<file path="src/rtl/noc_rr_arbiter_if.sv">
// Handshake bundle between the NoC requesters, the RAM sequencer and the
// round-robin arbiter. The arbiter takes the slave view; the driving side
// (requesters plus sequencer) takes the master view.
interface noc_rr_arbiter_if #(
    parameter int NUM_PORTS = 6,
    parameter int ID_W      = 3
);
    logic [NUM_PORTS-1:0] req;
    logic                 done;
    logic                 lock;
    logic [NUM_PORTS-1:0] grant;
    logic                 grant_valid;
    logic [ID_W-1:0]      grant_id;
    logic                 timeout;

    modport master (
        output req, done, lock,
        input  grant, grant_valid, grant_id, timeout
    );

    modport slave (
        input  req, done, lock,
        output grant, grant_valid, grant_id, timeout
    );
endinterface

</file>
<file path="src/rtl/noc_rr_arbiter.sv">
// Round-robin arbiter sharing the single main_ram port among NUM_PORTS
// requesters. Grants are one-hot and registered, held until the sequencer
// reports done, optionally extended by lock, and force-released after
// MAX_HOLD cycles without done. A released port drops to lowest priority.
module noc_rr_arbiter #(
    parameter int NUM_PORTS = 6,
    parameter int ID_W      = 3,
    parameter int MAX_HOLD  = 15,
    parameter int HOLD_W    = 4
) (
    input  logic           i_clk,
    input  logic           i_rst,
    noc_rr_arbiter_if.slave bus
);

    typedef enum logic [0:0] {
        ST_IDLE  = 1'b0,
        ST_GRANT = 1'b1
    } state_t;

    // Last hold count before a forced release (unused when MAX_HOLD is 0)
    localparam logic [HOLD_W-1:0] HOLD_LAST = (MAX_HOLD == 0) ? {HOLD_W{1'b0}} : HOLD_W'(MAX_HOLD - 1);
    localparam logic [HOLD_W-1:0] HOLD_SAT  = {HOLD_W{1'b1}};
    localparam logic [ID_W:0]     PORTS_EXT = (ID_W + 1)'(NUM_PORTS);
    localparam logic [ID_W-1:0]   LAST_ID   = ID_W'(NUM_PORTS - 1);

    state_t               r_state;
    logic [ID_W-1:0]      r_ptr;
    logic [HOLD_W-1:0]    r_hold_cnt;
    logic [NUM_PORTS-1:0] r_grant;
    logic                 r_grant_valid;
    logic [ID_W-1:0]      r_grant_id;
    logic                 r_timeout;

    state_t               w_state_nxt;
    logic [ID_W-1:0]      w_ptr_nxt;
    logic [HOLD_W-1:0]    w_hold_nxt;
    logic [NUM_PORTS-1:0] w_grant_nxt;
    logic [ID_W-1:0]      w_id_nxt;
    logic                 w_timeout_nxt;

    logic                 w_pick_found;
    logic [ID_W-1:0]      w_pick_id;
    logic [ID_W:0]        w_cand;
    logic [ID_W-1:0]      w_rel_ptr;

    // First requester in search order ptr, ptr+1, ..., wrapping at NUM_PORTS
    always_comb begin
        w_pick_found = 1'b0;
        w_pick_id    = {ID_W{1'b0}};
        w_cand       = {(ID_W + 1){1'b0}};
        for (int i = 0; i < NUM_PORTS; i++) begin
            w_cand = {1'b0, r_ptr} + (ID_W + 1)'(i);
            if (w_cand >= PORTS_EXT) begin
                w_cand = w_cand - PORTS_EXT;
            end else begin
                w_cand = w_cand;
            end
            if (!w_pick_found && bus.req[w_cand[ID_W-1:0]]) begin
                w_pick_found = 1'b1;
                w_pick_id    = w_cand[ID_W-1:0];
            end else begin
                w_pick_found = w_pick_found;
            end
        end
    end

    // Priority pointer after a release: the port just served goes last
    always_comb begin
        if (r_grant_id == LAST_ID) begin
            w_rel_ptr = {ID_W{1'b0}};
        end else begin
            w_rel_ptr = r_grant_id + ID_W'(1);
        end
    end

    // Next-state and next-output decode for the IDLE/GRANT controller
    always_comb begin
        w_state_nxt   = r_state;
        w_ptr_nxt     = r_ptr;
        w_hold_nxt    = r_hold_cnt;
        w_grant_nxt   = r_grant;
        w_id_nxt      = r_grant_id;
        w_timeout_nxt = 1'b0;
        case (r_state)
            ST_IDLE: begin
                // done is meaningless here; only requests start a grant
                if (w_pick_found) begin
                    w_state_nxt            = ST_GRANT;
                    w_grant_nxt            = {NUM_PORTS{1'b0}};
                    w_grant_nxt[w_pick_id] = 1'b1;
                    w_id_nxt               = w_pick_id;
                    w_hold_nxt             = {HOLD_W{1'b0}};
                end else begin
                    w_state_nxt = ST_IDLE;
                    w_grant_nxt = {NUM_PORTS{1'b0}};
                    w_id_nxt    = {ID_W{1'b0}};
                end
            end
            ST_GRANT: begin
                if (bus.done && bus.lock) begin
                    // locked burst: same owner, fresh hold window
                    w_hold_nxt = {HOLD_W{1'b0}};
                end else if (bus.done || !bus.req[r_grant_id] ||
                             ((MAX_HOLD != 0) && (r_hold_cnt == HOLD_LAST))) begin
                    // done beats the timeout; a quitting requester is released silently
                    w_state_nxt   = ST_IDLE;
                    w_grant_nxt   = {NUM_PORTS{1'b0}};
                    w_id_nxt      = {ID_W{1'b0}};
                    w_ptr_nxt     = w_rel_ptr;
                    w_hold_nxt    = {HOLD_W{1'b0}};
                    w_timeout_nxt = !bus.done && bus.req[r_grant_id];
                end else if (r_hold_cnt != HOLD_SAT) begin
                    w_hold_nxt = r_hold_cnt + HOLD_W'(1);
                end else begin
                    w_hold_nxt = r_hold_cnt;
                end
            end
            default: begin
                w_state_nxt = ST_IDLE;
                w_grant_nxt = {NUM_PORTS{1'b0}};
                w_id_nxt    = {ID_W{1'b0}};
                w_hold_nxt  = {HOLD_W{1'b0}};
            end
        endcase
    end

    // State and registered outputs; reset drops the grant without waiting for a clock
    always_ff @(posedge i_clk or negedge i_rst) begin
        if (!i_rst) begin
            r_state       <= ST_IDLE;
            r_ptr         <= {ID_W{1'b0}};
            r_hold_cnt    <= {HOLD_W{1'b0}};
            r_grant       <= {NUM_PORTS{1'b0}};
            r_grant_valid <= 1'b0;
            r_grant_id    <= {ID_W{1'b0}};
            r_timeout     <= 1'b0;
        end else begin
            r_state       <= w_state_nxt;
            r_ptr         <= w_ptr_nxt;
            r_hold_cnt    <= w_hold_nxt;
            r_grant       <= w_grant_nxt;
            r_grant_valid <= |w_grant_nxt;
            r_grant_id    <= w_id_nxt;
            r_timeout     <= w_timeout_nxt;
        end
    end

    assign bus.grant       = r_grant;
    assign bus.grant_valid = r_grant_valid;
    assign bus.grant_id    = r_grant_id;
    assign bus.timeout     = r_timeout;

endmodule

</file>
<file path="src/flat_wrapper.sv">
// flat-port wrapper written by rule: the top's interface ports become plain ports
module noc_rr_arbiter_flat 
#(
    parameter int NUM_PORTS = 6,
    parameter int ID_W      = 3,
    parameter int MAX_HOLD  = 15,
    parameter int HOLD_W    = 4
)
  (i_clk, i_rst, bus_req, bus_done, bus_lock, bus_grant, bus_grant_valid, bus_grant_id, bus_timeout);
  noc_rr_arbiter_if #(.NUM_PORTS(NUM_PORTS), .ID_W(ID_W)) bus_i ();
  input  logic i_clk;
  input  logic i_rst;
  input wire logic [$bits(bus_i.req)-1:0] bus_req;
  input wire logic [$bits(bus_i.done)-1:0] bus_done;
  input wire logic [$bits(bus_i.lock)-1:0] bus_lock;
  output wire logic [$bits(bus_i.grant)-1:0] bus_grant;
  output wire logic [$bits(bus_i.grant_valid)-1:0] bus_grant_valid;
  output wire logic [$bits(bus_i.grant_id)-1:0] bus_grant_id;
  output wire logic [$bits(bus_i.timeout)-1:0] bus_timeout;
  assign bus_i.req = bus_req;
  assign bus_i.done = bus_done;
  assign bus_i.lock = bus_lock;
  assign bus_grant = bus_i.grant;
  assign bus_grant_valid = bus_i.grant_valid;
  assign bus_grant_id = bus_i.grant_id;
  assign bus_timeout = bus_i.timeout;
  noc_rr_arbiter #(.NUM_PORTS(NUM_PORTS), .ID_W(ID_W), .MAX_HOLD(MAX_HOLD), .HOLD_W(HOLD_W)) u_core (.i_clk(i_clk), .i_rst(i_rst), .bus(bus_i));
endmodule
</file>
<file path="config.mk">
export PLATFORM = sky130hd
export DESIGN_NAME = noc_rr_arbiter_flat
export DESIGN_NICKNAME = d
export VERILOG_FILES = /design/src/rtl/noc_rr_arbiter_if.sv /design/src/rtl/noc_rr_arbiter.sv /design/src/flat_wrapper.sv
export SDC_FILE = /design/constraint.sdc
export NUM_CORES = 1
export LEC_CHECK = 0
export CAP_MARGIN = 20
export CORE_UTILIZATION = 42
export DETAILED_ROUTE_END_ITERATION = 8
export HOLD_SLACK_MARGIN = 0.12
export PLACE_DENSITY_LB_ADDON = 0.08
export SLEW_MARGIN = 20
export SYNTH_ARGS = -nofsm -noshare
export SYNTH_HDL_FRONTEND = slang
export SYNTH_SLANG_ARGS = --single-unit
</file>
<file path="constraint.sdc">
create_clock -name i_clk -period 3.4 [get_ports i_clk]
set_input_delay 0.34 -clock i_clk [delete_from_list [all_inputs] [get_ports i_clk]]
set_output_delay 0.34 -clock i_clk [all_outputs]
set_load 0.02 [all_outputs]
</file>
==> run_results.csv <==
group,metric,value,unit
status,status,"finished clean",
drt,drt_iter0_markers,90,
floorplan,num_rows,23,
layout,multiInputGateArea,1301,um^2
yosys,synthXorXnorAreaFrac,3.757,%
worst_setup_path,crit_arrival,3360,ps
clock_network,clock_tree.buffer_depth,2,
yosys,yosysSeqAreaShare,25.96,%
clock_network,cts_tree,"yes",
layout,fin_nets,251,
sta,hold_violations,0,
yosys,synth_async_sr_flop_share,100.0,%
worst_setup_path,crit_type,"reg -> reg",
power_and_ir_drop,p_sw,0.001286,W
worst_setup_path,slowest_delay,630,ps
yosys,syn_area,1832,um^2
clock_network,htreeDepth,1,
power_and_ir_drop,internal_power,0.001159,W
global_routing,grt_max_degree,23,
sta,worst_slew_pin_slew,897.1,ps
worst_setup_path,start_kind,"flop",
clock_network,clock_latency,260,ps
sta,period_needed,3210,ps
drt,wl_per_cell,15.99,um
yosys,synth_compound_area_share,28.14,%
layout,nFillCells,401,
yosys,synth_fa_ha_area_share,6.831,%
sta,clock_skew,5.465,ps
floorplan,fp.dieW,68.04,um
layout,drive_gt1_share,13.04,%
global_routing,grt_antenna_before_repair,0,
drt,drc,0,
sta,fmaxAchievable,0.3115,GHz
sta,worst_hold_slack,508.5,ps
global_routing,grt.total_usage,21.35,%
layout,register_area,476.7,um^2
worst_setup_path,worstPathRequired,3550,ps
power_and_ir_drop,comb_power_share,76.9,%
floorplan,initial_utilization,44.83,%
hold_path,worst_hold_path_type,"reg -> reg",
clock_network,cts_buffers,3,
sta,rsz0062_at_grt,"no",
yosys,synth_mux_area_share,7.172,%
yosys,synth.top_cell.area_share,25.96,%
floorplan,pin_count,21,
drt,vias_per_cell,6.107,
global_routing,grt_pass1_wl,7.431,mm
power_and_ir_drop,swShare,52.59,%
yosys,ys_types,68,
yosys,ys.flop_type,"dfrtp_1",
yosys,synth_area_per_cell,8.723,um^2
worst_setup_path,worstPathMaxFanout,11,
layout,diodes,0,
floorplan,core,4086,um^2
yosys,syn_nets,230,
clock_network,clock_sinks,19,
floorplan,dieArea,4629,um^2
yosys,ys_warn_count,0,
yosys,synth-simple-area-share,23.70,%
place,gp_congestion,0.9086,
layout,mostFrequentLayoutCells,"20 x nand2_1, 20 x clkdlybuf4s50_1, 18 x dfrtp_1",
sta,slew_viol_final,0,
worst_setup_path,cp_cell_sequence,"ha_1, xor2_1, mux2_2, o21bai_1, nor3_2, and3_1, a22oi_1, a41oi_2, a32o_1",
layout,syn_to_final_growth,16.80,%
global_routing,grt_overflow,0,
sta,slew_headroom,40.01,%
power_and_ir_drop,power.density,1143,nW/um^2
worst_setup_path,crit_slowest_cell,"dfrtp_1",
clock_network,clock-root-buffer,"clkbuf_8",
yosys,synth_edf_count,0,
place,io_buffer_count,20,
floorplan,fp.dieH,68.04,um
power_and_ir_drop,ir_worst_vdd,0.5005,mV
layout,instances_no_fill,280,
clock_network,holdBufCountCts,0,
yosys,netlist_top_cells_area,"dfrtp_1 26%, ha_1 6.8%, nand2_1 4.1%, mux2i_1 3.3%, a21oi_1 3.0%",
place,dp.cells,276,
sta,setup-tns-final,0,ps
worst_setup_path,cp-end-kind,"flop",
job,maxCapViolCount,0,
drt,routed_wl,4.477,mm
drt,ant_nets,0,
yosys,yosys.area.top_type,"dfrtp_1",
place,dp_hpwl,3.430,mm
sta,period_share,94.41,%
power_and_ir_drop,power_frac_seq,16.3,%
yosys,postSynthCellCount,210,
sta,setup_viol,0,
global_routing,grt_pass1_vias,1610,
drt,firstDrtPassIters,4,
yosys,ys_ff_latch,19,
power_and_ir_drop,p_clk_share,6.8,%
drt,num_vias,1710,
clock_network,clkSlewWorstSetupHoldPaths,80,ps
yosys,synth_top_family_by_area,"compound AO/OA/AOI/OAI gates",
power_and_ir_drop,power.leakage,0.9226,nW
==> critical path: cells and delay by family, from the launching register on <==
kind / cells / cell delay, ps
mux: 1 / 410
xor+xnor: 1 / 350
flops: 1 / 630
compound gates: 4 / 870
simple gates: 2 / 310
fa+ha+maj: 1 / 510
==> final cells by class <==
type | instances | share of cell area (%)
clock buffers | 3 | 1.930
clock inverters | 1 | 0.2339
inverters | 8 | 1.404
multi-input cells | 176 | 60.82
flip-flops and latches | 19 | 22.28
well taps | 50 | 2.924
repair buffers | 23 | 10.41
==> cell families after synthesis <==
| group | after synthesis |
|---|---|
| buffers and inverters | 15 |
| multiplexers | 11 |
| AND/OR/NAND/NOR | 78 |
| adder cells (fa/ha/maj) | 10 |
| XOR/XNOR | 7 |
| flip-flops | 19 |
| AO/OA/AOI/OAI | 70 |
==> synth_stat cells (2+ instances only) <==
master / number
a21o_1: 4
or3b_1: 2
or3_1: 2
or4_1: 2
nor3b_1: 2
dfrtp_1: 19
nand3_1: 4
inv_1: 8
mux2i_1: 6
buf_4: 2
a31oi_1: 3
xor2_1: 3
o21ai_0: 10
buf_6: 2
nor2b_1: 5
mux2_2: 3
nor3_1: 5
nand2b_1: 8
buf_2: 2
nand4_1: 4
xnor2_1: 3
a21oi_1: 11
nor3_2: 2
a22oi_1: 2
a211oi_1: 5
nand2_1: 20
ha_1: 10
o22a_1: 4
o21bai_1: 2
o21ai_1: 6
nor2_1: 12
==> what timing repair did <==
item                                    CTS  global route
resized for setup                         0             5
endpoints found under the setup margin    0            11
buffers inserted                          0             0
==> stage by stage <==
stage	utilization, %	setup slack, ps	cell area [um^2]	power (W)
2_1_floorplan	-	436.7	1832	0.001807
3_5_place_dp	50.55	252.1	2066	0.002197
6_report	52.36	190.0	2140	0.002445
3_3_place_gp	50.55	305.8	2066	0.002181
5_1_grt	52.36	23.11	2140	0.002663
4_1_cts	51.68	217.6	2112	0.002375
==> registers in the layout, indices dropped and copies added, names as in the netlist <==
name and flops:
u_core.r_hold_cnt 4, u_core.r_ptr 3, u_core.bus.grant_id 3, u_core.bus.grant 6, u_core.bus.timeout 1, u_core.bus.grant_valid 1, u_core.r_state 1
==> routing by layer <==
| layer | GRT usage, % | vias up | wire, um |
|---|---|---|---|
| met5 | 0 | - | 0 |
| met4 | 4.948 | 0 | 49 |
| met3 | 3.333 | 7 | 195 |
| met2 | 34.31 | 54 | 2046 |
| met1 | 29.72 | 817 | 2185 |
| li1 | - | 832 | - |
==> path summary, 6_finish.rpt <==
kind                                                from                          endpoint  slack [ps]  depth (start not counted)
min                        u_core.bus.grant[3]$_DFF_PN0_     u_core.bus.grant[3]$_DFF_PN0_         510                          2
min in group asynchronous                          i_rst  u_core.bus.grant_valid$_DFF_PN0_         580                          1
max reg2reg                  u_core.r_ptr[2]$_DFFE_PN0P_     u_core.bus.grant[0]$_DFF_PN0_         190                          9
max in group asynchronous                          i_rst       u_core.r_ptr[1]$_DFFE_PN0P_        2210                          1
max                          u_core.r_ptr[2]$_DFFE_PN0P_     u_core.bus.grant[0]$_DFF_PN0_         190                          9
min reg2reg                u_core.bus.grant[3]$_DFF_PN0_     u_core.bus.grant[3]$_DFF_PN0_         510                          2
==> power by group through the flow <==
stage	combinational (W)	clock [W]	sequential (W)
final	0.00188	0.000165	0.000399
after global routing	0.00207	0.000178	0.000415
after CTS	0.00181	0.000171	0.000394
after detailed placement	0.00180	0	0.000398
after global placement	0.00179	0	0.000392
after floorplan	0.00140	0	0.000408
Note: power is estimated with default switching activity, not from simulation.
